--- src/rtl/fifo_rd_ctrl.sv ---
// -----------------------------------------------------------------------------
// fifo_rd_ctrl
//
// Read-side controller for a FIFO that is filled in bursts. The controller
// waits for the FIFO to report full, drains it word by word until it reports
// empty, and then waits for the next fill. Each word read is registered onto
// data_out with a one-cycle data_vld strobe and compared against an
// incrementing count pattern. Any mismatch raises a sticky error flag.
//
// Parameters
//   DW          FIFO data width in bits
//   CNT_W       width of the word and burst counters
//
// Ports
//   rd_clk      in   sole clock, all state updates on its rising edge
//   rst_n       in   asynchronous active-low reset
//   rd_rst_busy in   FIFO read-side reset in progress (forces IDLE)
//   full        in   FIFO full flag
//   empty       in   FIFO empty flag
//   dout        in   FIFO read data, valid the cycle after rd_en
//   rd_en       out  FIFO read enable (combinational)
//   data_out    out  registered copy of the last accepted read word
//   data_vld    out  one-cycle strobe per accepted word
//   word_cnt    out  words read in the current burst (saturating)
//   burst_cnt   out  completed bursts since reset (wrapping)
//   burst_done  out  high for the single DONE cycle at the end of a burst
//   err         out  sticky pattern-mismatch flag
//   state       out  current FSM state (IDLE=0, ARM=1, READ=2, DONE=3)
// -----------------------------------------------------------------------------
module fifo_rd_ctrl #(
    parameter int DW    = 8,
    parameter int CNT_W = 16
) (
    input  logic             rd_clk,
    input  logic             rst_n,
    input  logic             rd_rst_busy,
    input  logic             full,
    input  logic             empty,
    input  logic [DW-1:0]    dout,
    output logic             rd_en,
    output logic [DW-1:0]    data_out,
    output logic             data_vld,
    output logic [CNT_W-1:0] word_cnt,
    output logic [CNT_W-1:0] burst_cnt,
    output logic             burst_done,
    output logic             err,
    output logic [1:0]       state
);

    typedef enum logic [1:0] {
        IDLE = 2'd0,
        ARM  = 2'd1,
        READ = 2'd2,
        DONE = 2'd3
    } state_t;

    localparam logic [CNT_W-1:0] CNT_MAX = {CNT_W{1'b1}};
    localparam logic [CNT_W-1:0] CNT_ONE = {{(CNT_W-1){1'b0}}, 1'b1};
    localparam logic [DW-1:0]    DAT_ONE = {{(DW-1){1'b0}}, 1'b1};

    state_t          cur_state;
    state_t          nxt_state;
    logic            rd_pend;
    logic [DW-1:0]   exp_data;
    logic            enter_read;
    logic            enter_done;

    // State register.
    always_ff @(posedge rd_clk or negedge rst_n) begin
        if (!rst_n) begin
            cur_state <= IDLE;
        end else begin
            cur_state <= nxt_state;
        end
    end

    // Next-state logic. A FIFO reset in progress overrides everything and
    // parks the controller in IDLE. ARM only starts a burst on a genuinely
    // full FIFO: full and empty together is a FIFO reset artefact, not data.
    always_comb begin
        nxt_state = cur_state;
        if (rd_rst_busy) begin
            nxt_state = IDLE;
        end else begin
            case (cur_state)
                IDLE:    nxt_state = ARM;
                ARM:     if (full && !empty) nxt_state = READ;
                READ:    if (empty) nxt_state = DONE;
                DONE:    nxt_state = ARM;
                default: nxt_state = IDLE;
            endcase
        end
    end

    assign enter_read = (cur_state == ARM)  && (nxt_state == READ);
    assign enter_done = (cur_state == READ) && (nxt_state == DONE);

    // rd_en follows state directly so an asynchronous reset drops it at once.
    assign rd_en      = (cur_state == READ) && !empty && !rd_rst_busy;
    assign burst_done = (cur_state == DONE);
    assign state      = cur_state;

    // Word and burst counters. rd_en can never be high in ARM, so the clear
    // on READ entry and the per-word increment never collide.
    always_ff @(posedge rd_clk or negedge rst_n) begin
        if (!rst_n) begin
            word_cnt  <= '0;
            burst_cnt <= '0;
        end else begin
            if (enter_read) begin
                word_cnt <= '0;
            end else if (rd_en && (word_cnt != CNT_MAX)) begin
                word_cnt <= word_cnt + CNT_ONE;
            end
            if (enter_done) begin
                burst_cnt <= burst_cnt + CNT_ONE;
            end
        end
    end

    // Read data pipeline and pattern checker. rd_pend marks the cycle in
    // which the FIFO presents the requested word; it is deliberately not
    // cleared by rd_rst_busy so a read issued just before a FIFO reset
    // still completes. Only rst_n discards an in-flight word.
    always_ff @(posedge rd_clk or negedge rst_n) begin
        if (!rst_n) begin
            rd_pend  <= 1'b0;
            data_vld <= 1'b0;
            data_out <= '0;
            exp_data <= '0;
            err      <= 1'b0;
        end else begin
            rd_pend  <= rd_en;
            data_vld <= rd_pend;
            if (rd_pend) begin
                data_out <= dout;
                exp_data <= exp_data + DAT_ONE;
                if (dout != exp_data) begin
                    err <= 1'b1;
                end
            end
        end
    end

endmodule

--- config.mk ---
export PLATFORM = sky130hd
export DESIGN_NAME = fifo_rd_ctrl
export DESIGN_NICKNAME = d
export VERILOG_FILES = /design/src/rtl/fifo_rd_ctrl.sv
export SDC_FILE = /design/constraint.sdc
export NUM_CORES = 1
export LEC_CHECK = 0
export ABC_AREA = 1
export BUFFER_PORTS_ARGS = -buffer_cell sky130_fd_sc_hd__buf_2
export CORE_ASPECT_RATIO = 1.4
export CORE_MARGIN = 3
export CORE_UTILIZATION = 30
export CTS_CLUSTER_SIZE = 14
export DETAILED_ROUTE_END_ITERATION = 7
export MAX_ROUTING_LAYER = met4
export PLACE_DENSITY = 0.52
export SLEW_MARGIN = 20
export SYNTH_ARGS = -nofsm -noshare
export SYNTH_HDL_FRONTEND = slang
export SYNTH_SLANG_ARGS = --single-unit
--- constraint.sdc ---
create_clock -name rd_clk -period 2 [get_ports rd_clk]
set_input_delay 0.2 -clock rd_clk [delete_from_list [all_inputs] [get_ports rd_clk]]
set_output_delay 0.2 -clock rd_clk [all_outputs]
set_load 0.01 [all_outputs]
Word-level counts from Yosys, hierarchy flattened
Cells that the tools add are included.
{"block": "totals", "register_bits": 53, "input_bits": 13, "output_inout_bits": 46, "elab_cells": 36}
{"block": "classes", "n_addsub": 3, "eq_ne": 7, "mux": 6, "n_reduce_logical": 12}
{"operator": "$add 16x1->16 const B", "count": 2}
{"operator": "$mux 16", "count": 2}
{"operator": "$ne 16x16->1 const B", "count": 1}
{"operator": "$add 8x1->8 const B", "count": 1}
{"operator": "$eq 2x2->1 const B", "count": 4}
{"operator": "$ne 8x8->1", "count": 1}
{"operator": "$logic_and 1x1->1", "count": 6}
{"operator": "$mux 2", "count": 3}
{"operator": "$pmux 2 s3", "count": 1}
{"operator": "$eq 2x1->1 const B", "count": 1}
{"operator": "$logic_not 1->1", "count": 2}
{"operator": "$logic_not 2->1", "count": 1}
{"operator": "$reduce_and 2->1", "count": 1}
{"operator": "$reduce_bool 2->1", "count": 1}
{"operator": "$reduce_or 2->1", "count": 1}

Depth between registers and ports, before layout
Gate-level depths: netlist of run 1.
{"block": "logic_depth", "word_depth": 8, "mapped_depth": 11, "mapped_depth_nobuf": 10}

Least setup slack after synthesis of run 1
No wires, ideal clock.
{"block": "synth_path", "kind": "reg-to-reg", "start": "reg cur_state[0], in the netlist state[0]", "end": "reg word_cnt[2]", "setup_ns": 0.066, "t_arrival_ns": 1.642, "slack_ns": 0.293, "stages_incl_launch_ff": 10, "path_buffers": 1, "path_cell_list": "dfrtp_1 -> inv_1 -> ha_1 -> inv_1 -> nor3_4 -> inv_1 -> nor2_2 -> buf_6 -> nand4_1 -> nand2_1"}
{"element": "start, declared", "line_no": "61", "rtl": "state_t cur_state;"}
{"element": "start signal, assigned", "line_no": "73", "rtl": "cur_state <= nxt_state;"}
{"element": "$eq 2x2->1", "line_no": "99", "rtl": "assign rd_en = (cur_state == READ) && !empty && !rd_rst_busy;"}
{"element": "$logic_and 1x1->1 (2 in series)", "line_no": "99"}
{"element": "via rd_en", "line_no": "40", "rtl": "output logic rd_en,"}
{"element": "$logic_and 1x1->1", "line_no": "112", "rtl": "end else if (rd_en && (word_cnt != CNT_MAX)) begin"}
{"element": "$reduce_bool 2->1 (no line)"}
{"element": "end signal, assigned", "line_no": "113", "rtl": "word_cnt <= word_cnt + CNT_ONE;"}
{"element": "end, declared", "line_no": "43", "rtl": "output logic [CNT_W-1:0] word_cnt,"}
The timed path passes the listed nets, and every way through them passes these cells.
A chain may end at the register's enable or synchronous reset.

Worst setup path in the final report of run 1
{"block": "layout_path", "start": "reg cur_state[0], in the netlist state[0]", "end": "reg burst_cnt[6]"}
{"block": "layout_between", "elab_chain_len": 6}
{"element": "$eq 2x2->1 / $logic_not 2->1 (equally long branches)", "line_no": "85", "rtl": "case (cur_state)"}
{"element": "$reduce_or 2->1 (no line)"}
{"element": "$pmux 2 s3 *", "line_no": "85"}
{"element": "$mux 2 *", "line_no": "82", "rtl": "if (rd_rst_busy) begin"}
{"element": "via nxt_state[0]", "line_no": "62", "rtl": "state_t nxt_state;"}
{"element": "$eq 2x2->1 *", "line_no": "96", "rtl": "assign enter_done = (cur_state == READ) && (nxt_state == DONE);"}
{"element": "$logic_and 1x1->1 *", "line_no": "96"}
{"element": "end signal, assigned", "line_no": "116", "rtl": "burst_cnt <= burst_cnt + CNT_ONE;"}
{"element": "end, declared", "line_no": "44", "rtl": "output logic [CNT_W-1:0] burst_cnt,"}
Mark *: on every way through the listed nets, which the timed path passes. The rest lies on a longest branch.

==> impl_metrics.tcl, run 1 <==
set metrics [dict create \
    numCtsBuffers 5 \
    yosys.area.top_type "dfrtp_1" \
    synth_area_leaders "dfrtp_1 43%, nand2_1 18%, nand3_1 5.3%" \
    cts_tree "yes" \
    ioPinCount 59 \
    core_area_um2 9670 \
    post-cts-setup-buffers 0 \
    syn_avg_cell_area_um2 7.60 \
    synth_edf_count 0 \
    num_vias 2705 \
    ant_nets 0 \
    wl_per_cell_um 12.0 \
    final-setup-viol-count 0 \
    synth-simple-area-share_pct 37.0 \
    yosys.area_share.adder_pct 3.28 \
    hold_class "in -> reg" \
    htreeDepth 2 \
    p_leak_nw 1.87 \
    fin_tns_setup_ns 0 \
    synth_top_family_by_area "simple AND/OR/NAND/NOR gates" \
    power.density_nw_per_um2 941 \
    first_global_vias 2687 \
    drt_pass1_iterations 5 \
    start_kind "flip-flop" \
    clock_skew_ns 0.00608 \
    rows 42 \
    path_clk_slew_ns 0.07 \
    clk_latency_ns 0.30 \
    synth-compound-area-share_pct 2.59 \
    worstSetupPathType "reg -> reg" \
    port_buffers 58 \
    power_mw 3.48 \
    tightest_slew_ns 0.502 \
    antennaDiodeCount 0 \
    synth_common_cells "143 x nand2_1, 53 x dfrtp_1, 40 x nor2_1" \
    peakVddDrop_mv 0.441 \
    synth_area_um2 3050 \
    vias_per_cell 4.51 \
    fin_nets 489 \
    cp_max_fo 18 \
    hold_violations 0 \
    fmax_ghz 0.571 \
    netlist-cell-type-count 28 \
    synth_seq_cells 53 \
    period_minus_slack_ns 1.75 \
    worst_setup_path_end_kind "flip-flop" \
    drive_gt1_share_pct 19.2 \
    yosys_warnings 0 \
    status "finished, final reports clean" \
    drc 0 \
    dieArea_um2 11400 \
    slew_viol_final 0 \
    yosysMostFrequentCell "nand2_1" \
    cts_num_sinks 53 \
    root_buffer "clkbuf_16" \
    ys_async_sr_fraction_pct 100 \
    synth_top_area_share_pct 43.5 \
    detailed_place_hpwl_um 5320 \
    slew-limit-headroom_pct 66.5 \
    gp_congestion 0.860 \
    track_usage_pct 13.9 \
    utilization_pct 38.3 \
    synth_mux_area_share_pct 0 \
    drt-total-wl_um 7230 \
    antenna_found_initial 0 \
    cap_violations 0 \
    drt-initial-drc-count 109 \
    ys.flop_type "dfrtp_1" \
    grt_pass1_wl_um 12600 \
    synth_nets 422 \
    clock_path_buffers 2 \
    cp.required_ns 2.17 \
    cp.arrival_ns 1.92 \
    syn_inst 401 \
    die_x_um 91.2 \
    post-route-period-util_pct 87.5 \
    grt_max_degree 35 \
    rsz0062_at_grt "no" \
    synthXorXnorAreaFrac_pct 7.18 \
    hold_slack_ns 0.139 \
    ys_seq_area_share_pct 43.5 \
    initial_utilization_pct 31.5 \
    synthToLayoutAreaGrowth_pct 21.3 \
    fp.dieH_um 125 \
    grt_overflow 0 \
]
==> state kept, by name, summed over array words and instances, names as in the netlist <==
register	cells
word_cnt	16
data_out	8
burst_cnt	16
exp_data	8
data_vld	1
err	1
state	2
rd_pend	1
==> what timing repair did <==
| item | in CTS | in global routing |
|---|---|---|
| resized for setup | 0 | 1 |
| hold endpoints to repair | 19 | 0 |
| hold buffers | 1 | 0 |
| setup endpoints to repair | 0 | 15 |
==> layout make-up <==
class	count	area (µm²)
fillers	1050	5970
multi-input cells	303	1530
flip-flops and latches	53	1330
repair buffers	67	373
well taps	132	165
inverters	38	144
clock buffers	5	125
clock inverters	2	35.0
==> final timing paths <==
check / startpoint / end / slack (ns) / cells after the start
setup / recovery: state[0]$_DFF_PN0_ / burst_cnt[6]$_DFFE_PN0P_ / 0.25 / 10
setup reg to reg: state[0]$_DFF_PN0_ / burst_cnt[6]$_DFFE_PN0P_ / 0.25 / 10
min in group asynchronous: rst_n / burst_cnt[4]$_DFFE_PN0P_ / 0.40 / 2
hold reg to reg: data_out[2]$_DFFE_PN0P_ / data_out[2]$_DFFE_PN0P_ / 0.46 / 2
hold / removal: dout[1] / data_out[1]$_DFFE_PN0P_ / 0.14 / 3
max in group asynchronous: rst_n / exp_data[7]$_DFFE_PN0P_ / 1.03 / 3
==> report_power, final <==
part,total (mW),internal [mW],switching [mW],leakage (nW)
registers,1.51,1.29,0.217,0.705
clock network,0.974,0.582,0.392,0.0797
logic,0.998,0.413,0.585,1.08
total,3.48,2.29,1.19,1.87
==> worst max-delay path, stage by stage (launching register included) <==
cell,delay [ns]
dfrtp_1,0.45
inv_1,0.11
ha_1,0.24
o21ai_1,0.11
nand2_1,0.10
nand2_2,0.06
nor2_4,0.12
nand3_4,0.08
buf_4,0.21
nand2_1,0.07
o21ai_0,0.08
==> metrics by stage <==
step           instances  instance area, µm²  setup slack (ns)
3_3_place_gp         592                3520             0.252
4_1_cts              600                3690             0.144
3_5_place_dp         592                3520             0.168
5_1_grt              600                3700            0.0415
6_report             600                3700             0.250
2_1_floorplan        401                3050             0.293
==> cells in the final DEF, fill, tap and decap left out, drive strengths merged, types with 3 or more instances in the layout <==
master,n
buf,66
clkbuf,5
clkinv,3
dfrtp,53
ha,8
inv,36
nand2,148
nand3,33
nand3b,3
nand4,16
nor2,43
nor3,9
o21ai,11
or2,4
xnor2,9
xor2,16
==> cells by family after synthesis <==
logic type	count (synthesis)
AO/OA/AOI/OAI	14
XOR/XNOR	25
adder cells (fa/ha/maj)	8
buffers and inverters	45
flip-flops	53
AND/OR/NAND/NOR	256
==> routing by layer <==
layer / vias to the layer above / share of wire, % / GRT usage [%]
met5: - / 0 / -
met4: 0 / 1.8 / 5.60
met3: 8 / 2.7 / 2.34
li1: 1404 / - / -
met1: 1247 / 45 / 15.8
met2: 46 / 51 / 24.0
No activity file was read; power rests on OpenSTA's default activity.
==> inputs of run 2 (changes only) <==
- ABC_AREA: 1 -> default
==> impl_metrics.tcl, run 2 <==
set metrics [dict create \
    p_leak_nw 1.60 \
    grt_pass1_wl_um 9330 \
    synth_area_um2 2570 \
    final_area_um2 3340 \
    placed_area_um2 3110 \
    port_buffers 58 \
    fin_nets 326 \
    fillers 825 \
    fp.dieH_um 116 \
    p_comb_share_pct 27.0 \
    worst_setup_path_end_kind "flip-flop" \
    power.density_nw_per_um2 905 \
    status "finished, final reports clean" \
    met2_usage_pct 21.2 \
    rsz0062_at_grt "yes" \
    ys_async_sr_fraction_pct 100 \
    largest_registers "burst_cnt x16, word_cnt x16" \
    drt_pass1_iterations 4 \
    yosys.area.top_type "dfrtp_1" \
    core_area_um2 8250 \
    path_clk_slew_ns 0.07 \
    cp_max_fo 5 \
    synth_edf_count 0 \
    wl_per_cell_um 13.2 \
    drt-initial-drc-count 22 \
    worst-r2r-setup-slack_ns 0.03 \
    final-setup-viol-count 0 \
    synth_area_leaders "dfrtp_1 52%, xnor2_1 13%, mux2_2 4.4%" \
    power_mw 3.02 \
    syn_avg_cell_area_um2 11.4 \
    synth_nets 246 \
    yosysMostFrequentCell "dfrtp_1" \
    path_cells "inv_2, ha_1, o2bb2ai_1, a221o_2, nor3_2, mux2_2" \
    num_vias 1913 \
    peakVddDrop_mv 0.425 \
    vias_per_cell 4.69 \
    antennaDiodeCount 0 \
    r2r_start "state[0]$_DFF_PN0_" \
    ant_nets 0 \
    numCtsBuffers 5 \
    layout_common_cells "58 x buf_2, 52 x dfrtp_1, 37 x xnor2_1" \
    root_buffer "clkbuf_16" \
    ys.flop_type "dfrtp_1" \
    crit_family "compound AO/OA/AOI/OAI gates" \
    clock_skew_ns 0.00572 \
    grt_overflow 0 \
    antenna_found_initial 0 \
    post-route-period-util_pct 98.5 \
    drt-total-wl_um 5380 \
    seq_power_share_pct 45.3 \
    grt_busiest_layer "met2" \
    first_global_vias 1984 \
    fin_tns_setup_ns 0 \
    grt_max_degree 29 \
    htreeDepth 2 \
    synthToLayoutAreaGrowth_pct 29.8 \
    detailed_place_hpwl_um 4070 \
    cp.arrival_ns 2.14 \
    gp_congestion 0.810 \
    cts_num_sinks 53 \
    period_minus_slack_ns 1.97 \
    reg2regPathDepth 6 \
    netlist-cell-type-count 37 \
    use_met1_pct 13.9 \
    synth_seq_cells 53 \
    fmax_ghz 0.508 \
    hold_path_depth 2 \
    p_sw_share_pct 30.4 \
    dp_cells 396 \
    clk_latency_ns 0.29 \
    clock_path_buffers 2 \
    rows 39 \
    dieArea_um2 9740 \
    gr-usage-met3_pct 2.70 \
    slew_viol_final 0 \
    synth_top_area_share_pct 51.5 \
    final_common_cell "buf_2" \
    cts_tree "yes" \
    cpPeakStageDelay_ns 0.42 \
    cap_violations 0 \
    crit_buf_inv 1 \
    syn_inst 225 \
    p_int_mw 2.10 \
    track_usage_pct 12.2 \
    cp.required_ns 2.17 \
    worstSetupPathType "reg -> reg" \
    stdcell_count 408 \
    ioPinCount 59 \
    p_sw_uw 920 \
    hold_class "in -> reg" \
    cp.depth 6 \
    slew-limit-headroom_pct 58.4 \
    drc 0 \
    hold_path_end "data_out[5]$_DFFE_PN0P_" \
    ys_seq_area_share_pct 51.5 \
    cpMaxStageDelayCell "dfrtp_2" \
    hold_violations 0 \
    tightest_slew_ns 0.623 \
    initial_utilization_pct 31.2 \
    start_kind "flip-flop" \
    r2r_end "burst_cnt[1]$_DFFE_PN0P_" \
    min_from "dout[5]" \
    synth_common_cells "53 x dfrtp_1, 37 x xnor2_1, 25 x nor2_1" \
    drive_gt1_share_pct 36.3 \
    pwr-share-clk_pct 27.8 \
    die_x_um 84.3 \
    yosys_warnings 0 \
]
[run 2: cell count changes in the layout (fill, tap and decap cells not counted), moves of 3 or more]
cell / previous run / this run
buf_4: 7 / 14
inv_1: 35 / 3
mux2_2: 0 / 10
nand2_1: 143 / 14
nand2_2: 4 / 1
nand3_1: 32 / 9
nand3b_1: 3 / 0
nor2_1: 40 / 25
nor3b_2: 0 / 3
o21ai_0: 9 / 3
or2_2: 4 / 0
xnor2_1: 9 / 37
xor2_1: 16 / 5
[run 2: logic make-up after synthesis]
kind of cell | after synthesis | synth area share [%]
adder cells (fa/ha/maj) | 8 | 3.89
flip-flops | 53 | 51.5
multiplexers | 12 | 5.15
buffers and inverters | 8 | 1.21
AND/OR/NAND/NOR | 91 | 20.6
AO/OA/AOI/OAI | 11 | 3.31
XOR/XNOR | 42 | 14.3
[run 2: repair_timing]
action / CTS / global route
pin swaps: 1 / 4
endpoints found under the setup margin: 7 / 28
hold endpoints to repair: 25 / 0
buffers inserted: 0 / 3
hold buffers: 1 / 0
resized for setup: 1 / 9
[run 2: layout make-up]
class                   instances  area [µm²]  share of cell area [%]
clock buffers                   7         133                    3.97
multi-input cells             164        1280                    38.2
well taps                     102         128                    3.82
repair buffers                 75         445                    13.3
inverters                       6        22.5                   0.674
clock inverters                 1        7.51                   0.225
flip-flops and latches         53        1330                    39.8
[run 2: through the flow]
| stage | util [%] | worst slack (ns) | hold WS [ns] |
|---|---|---|---|
| after global routing | 40.5 | -0.152 | 0.171 |
| after global placement | 37.7 | 0.0428 | 0.260 |
| after detailed placement | 37.7 | -0.0109 | 0.251 |
| final | 40.5 | 0.0303 | 0.172 |
| after CTS | 39.6 | 0.00365 | 0.152 |
| after floorplan | - | -0.0113 | -0.0956 |
[run 2: power by group through the flow]
stage | combinational (mW) | clock [mW] | sequential (mW)
after global placement | 0.766 | 0 | 1.38
after floorplan | 0.400 | 0 | 1.43
after global routing | 0.895 | 0.933 | 1.40
after detailed placement | 0.783 | 0 | 1.38
final | 0.815 | 0.839 | 1.37
after CTS | 0.790 | 0.877 | 1.36
[run 2: how the worst max path moves through the flow]
stage | start | end | slack, ns
detailed placement | state[1]$_DFF_PN0_ | burst_cnt[15]$_DFFE_PN0P_ | -0.01
floorplan | state[1]$_DFF_PN0_ | burst_cnt[1]$_DFFE_PN0P_ | -0.01
CTS | state[1]$_DFF_PN0_ | burst_cnt[6]$_DFFE_PN0P_ | 0.004
global placement | state[1]$_DFF_PN0_ | burst_cnt[6]$_DFFE_PN0P_ | 0.04
finish | state[0]$_DFF_PN0_ | burst_cnt[1]$_DFFE_PN0P_ | 0.03
global route | state[1]$_DFF_PN0_ | burst_cnt[6]$_DFFE_PN0P_ | -0.15
[run 2: metal layers]
metal,wire length (µm),part of all wire [%]
met1,2220,41
met2,2880,54
met3,196,3.6
met4,76,1.4
met5,0,0
==> inputs of run 3 (changes only) <==
- CORE_MARGIN: 3 -> default
==> impl_metrics.tcl, run 3 (synthesis results as in run 2) <==
set metrics [dict create \
    hold_violations 0 \
    p_sw_share_pct 31.0 \
    cts_tree "yes" \
    final-setup-viol-count 2 \
    drt_pass1_iterations 4 \
    grt_pass1_wl_um 9490 \
    status "finished, violations left" \
    antennaDiodeCount 0 \
    numCtsBuffers 5 \
    violations "setup timing" \
    power.density_nw_per_um2 926 \
    p_sw_uw 989 \
    slew_viol_final 0 \
    worst_setup_path_end_kind "flip-flop" \
    drt-total-wl_um 5690 \
    root_buffer "clkbuf_16" \
    pwr-share-clk_pct 26.2 \
    grt_overflow 0 \
    drc 0 \
    slew-limit-headroom_pct 69.8 \
    fin_nets 336 \
    path_clk_slew_ns 0.07 \
    post-route-period-util_pct 101 \
    multi_input_area_um2 1320 \
    htreeDepth 2 \
    cp.required_ns 2.17 \
    drt-initial-drc-count 47 \
    fillers 829 \
    port_buffers 58 \
    rsz0062_at_grt "yes" \
    fp.dieH_um 112 \
    ioPinCount 59 \
    setup_slack_ns -0.0166 \
    vias_per_cell 4.71 \
    utilization_pct 41.8 \
    fin_tns_setup_ns -0.0190 \
    dieArea_um2 8960 \
    core_area_um2 8250 \
    track_usage_pct 14.0 \
    cp_max_fo 6 \
    power_mw 3.20 \
    cap_violations 0 \
    p_int_mw 2.21 \
    seq_power_share_pct 43.0 \
    ant_nets 0 \
    final_common_cell "buf_2" \
    drive_gt1_share_pct 40.5 \
    synthToLayoutAreaGrowth_pct 34.0 \
    detailed_place_hpwl_um 4150 \
    clock_path_buffers 2 \
    first_global_vias 2029 \
    start_kind "flip-flop" \
    hold_class "in -> reg" \
    peakVddDrop_mv 0.477 \
    rows 39 \
    p_leak_nw 1.66 \
    period_minus_slack_ns 2.02 \
    num_vias 1967 \
    largest_registers "burst_cnt x16, word_cnt x16" \
    cts_num_sinks 53 \
    tightest_slew_ns 0.449 \
    clock_skew_ns 0.00560 \
    fmax_ghz 0.496 \
    gp_congestion 0.747 \
    initial_utilization_pct 31.2 \
    grt_max_degree 28 \
    layout_common_cells "58 x buf_2, 51 x dfrtp_1, 37 x xnor2_1" \
    clk_latency_ns 0.29 \
    cp.arrival_ns 2.19 \
    worstSetupPathType "reg -> reg" \
    antenna_found_initial 0 \
    die_x_um 80.3 \
    wl_per_cell_um 13.6 \
    p_comb_share_pct 30.8 \
    regArea_um2 1330 \
]
run 3: cell count changes in the layout (fill, tap and decap cells not counted), sizes merged:
cell and delta:
buf +10, clkbuf -1, clkinv +2, clkinvlp -1
run 3: through the flow:
step | area (µm²) | worst slack (ns) | hold WS [ns] | instances
finish | 3450 | -0.0166 | 0.170 | 418
global route | 3450 | -0.0934 | 0.165 | 418
CTS | 3380 | -0.0781 | 0.164 | 414
detailed placement | 3100 | -0.346 | 0.240 | 398
global placement | 3100 | -0.273 | 0.240 | 398
floorplan | 2580 | -0.0113 | -0.0956 | 225
run 3: power by group through the flow:
stage,sequential [mW],clock [mW],combinational (mW)
final,1.37,0.837,0.985
after floorplan,1.43,0,0.400
after detailed placement,1.39,0,0.817
after global placement,1.38,0,0.794
after CTS,1.37,0.873,0.943
after global routing,1.40,0.909,1.08
run 3: final timing paths:
kind	from	endpoint	slack, ns	cells after the start
max in group asynchronous	rst_n	state[0]$_DFF_PN0_	1.27	3
setup / recovery	state[1]$_DFF_PN0_	burst_cnt[6]$_DFFE_PN0P_	-0.02	9
hold / removal	dout[6]	data_out[6]$_DFFE_PN0P_	0.17	2
setup reg to reg	state[1]$_DFF_PN0_	burst_cnt[6]$_DFFE_PN0P_	-0.02	9
hold reg to reg	burst_cnt[15]$_DFFE_PN0P_	burst_cnt[15]$_DFFE_PN0P_	0.47	1
min in group asynchronous	rst_n	burst_cnt[1]$_DFFE_PN0P_	0.45	3
run 3: cell type report:
type                    instances  area share (%)
clock inverters                 2           0.290
flip-flops and latches         53            38.5
well taps                     102            3.70
inverters                       6           0.725
multi-input cells             164            38.3
repair buffers                 85            14.7
clock buffers                   6            3.74
run 3: metal layers:
layer  vias up  track usage (%)  wire, µm
met2        37             23.9      3020
met1       966             15.9      2380
met4         0             5.36        95
met5         -                -         0
li1        958                -         -
met3         6             2.70       192
run 3: critical path, stage by stage (launching register included):
cell and delay (ns):
dfrtp_2 0.44, inv_2 0.09, ha_4 0.17, nor2_2 0.04, a311o_2 0.37, buf_6 0.15, nor4_4 0.23, buf_4 0.17
nand4_1 0.09, xnor2_1 0.14
run 3: timing repair:
item / CTS / global route
resized for setup: 13 / 9
hold buffers: 1 / 0
endpoints found under the setup margin: 29 / 25
pin swaps: 8 / 7
hold endpoints to repair: 53 / 0
buffers inserted: 7 / 4
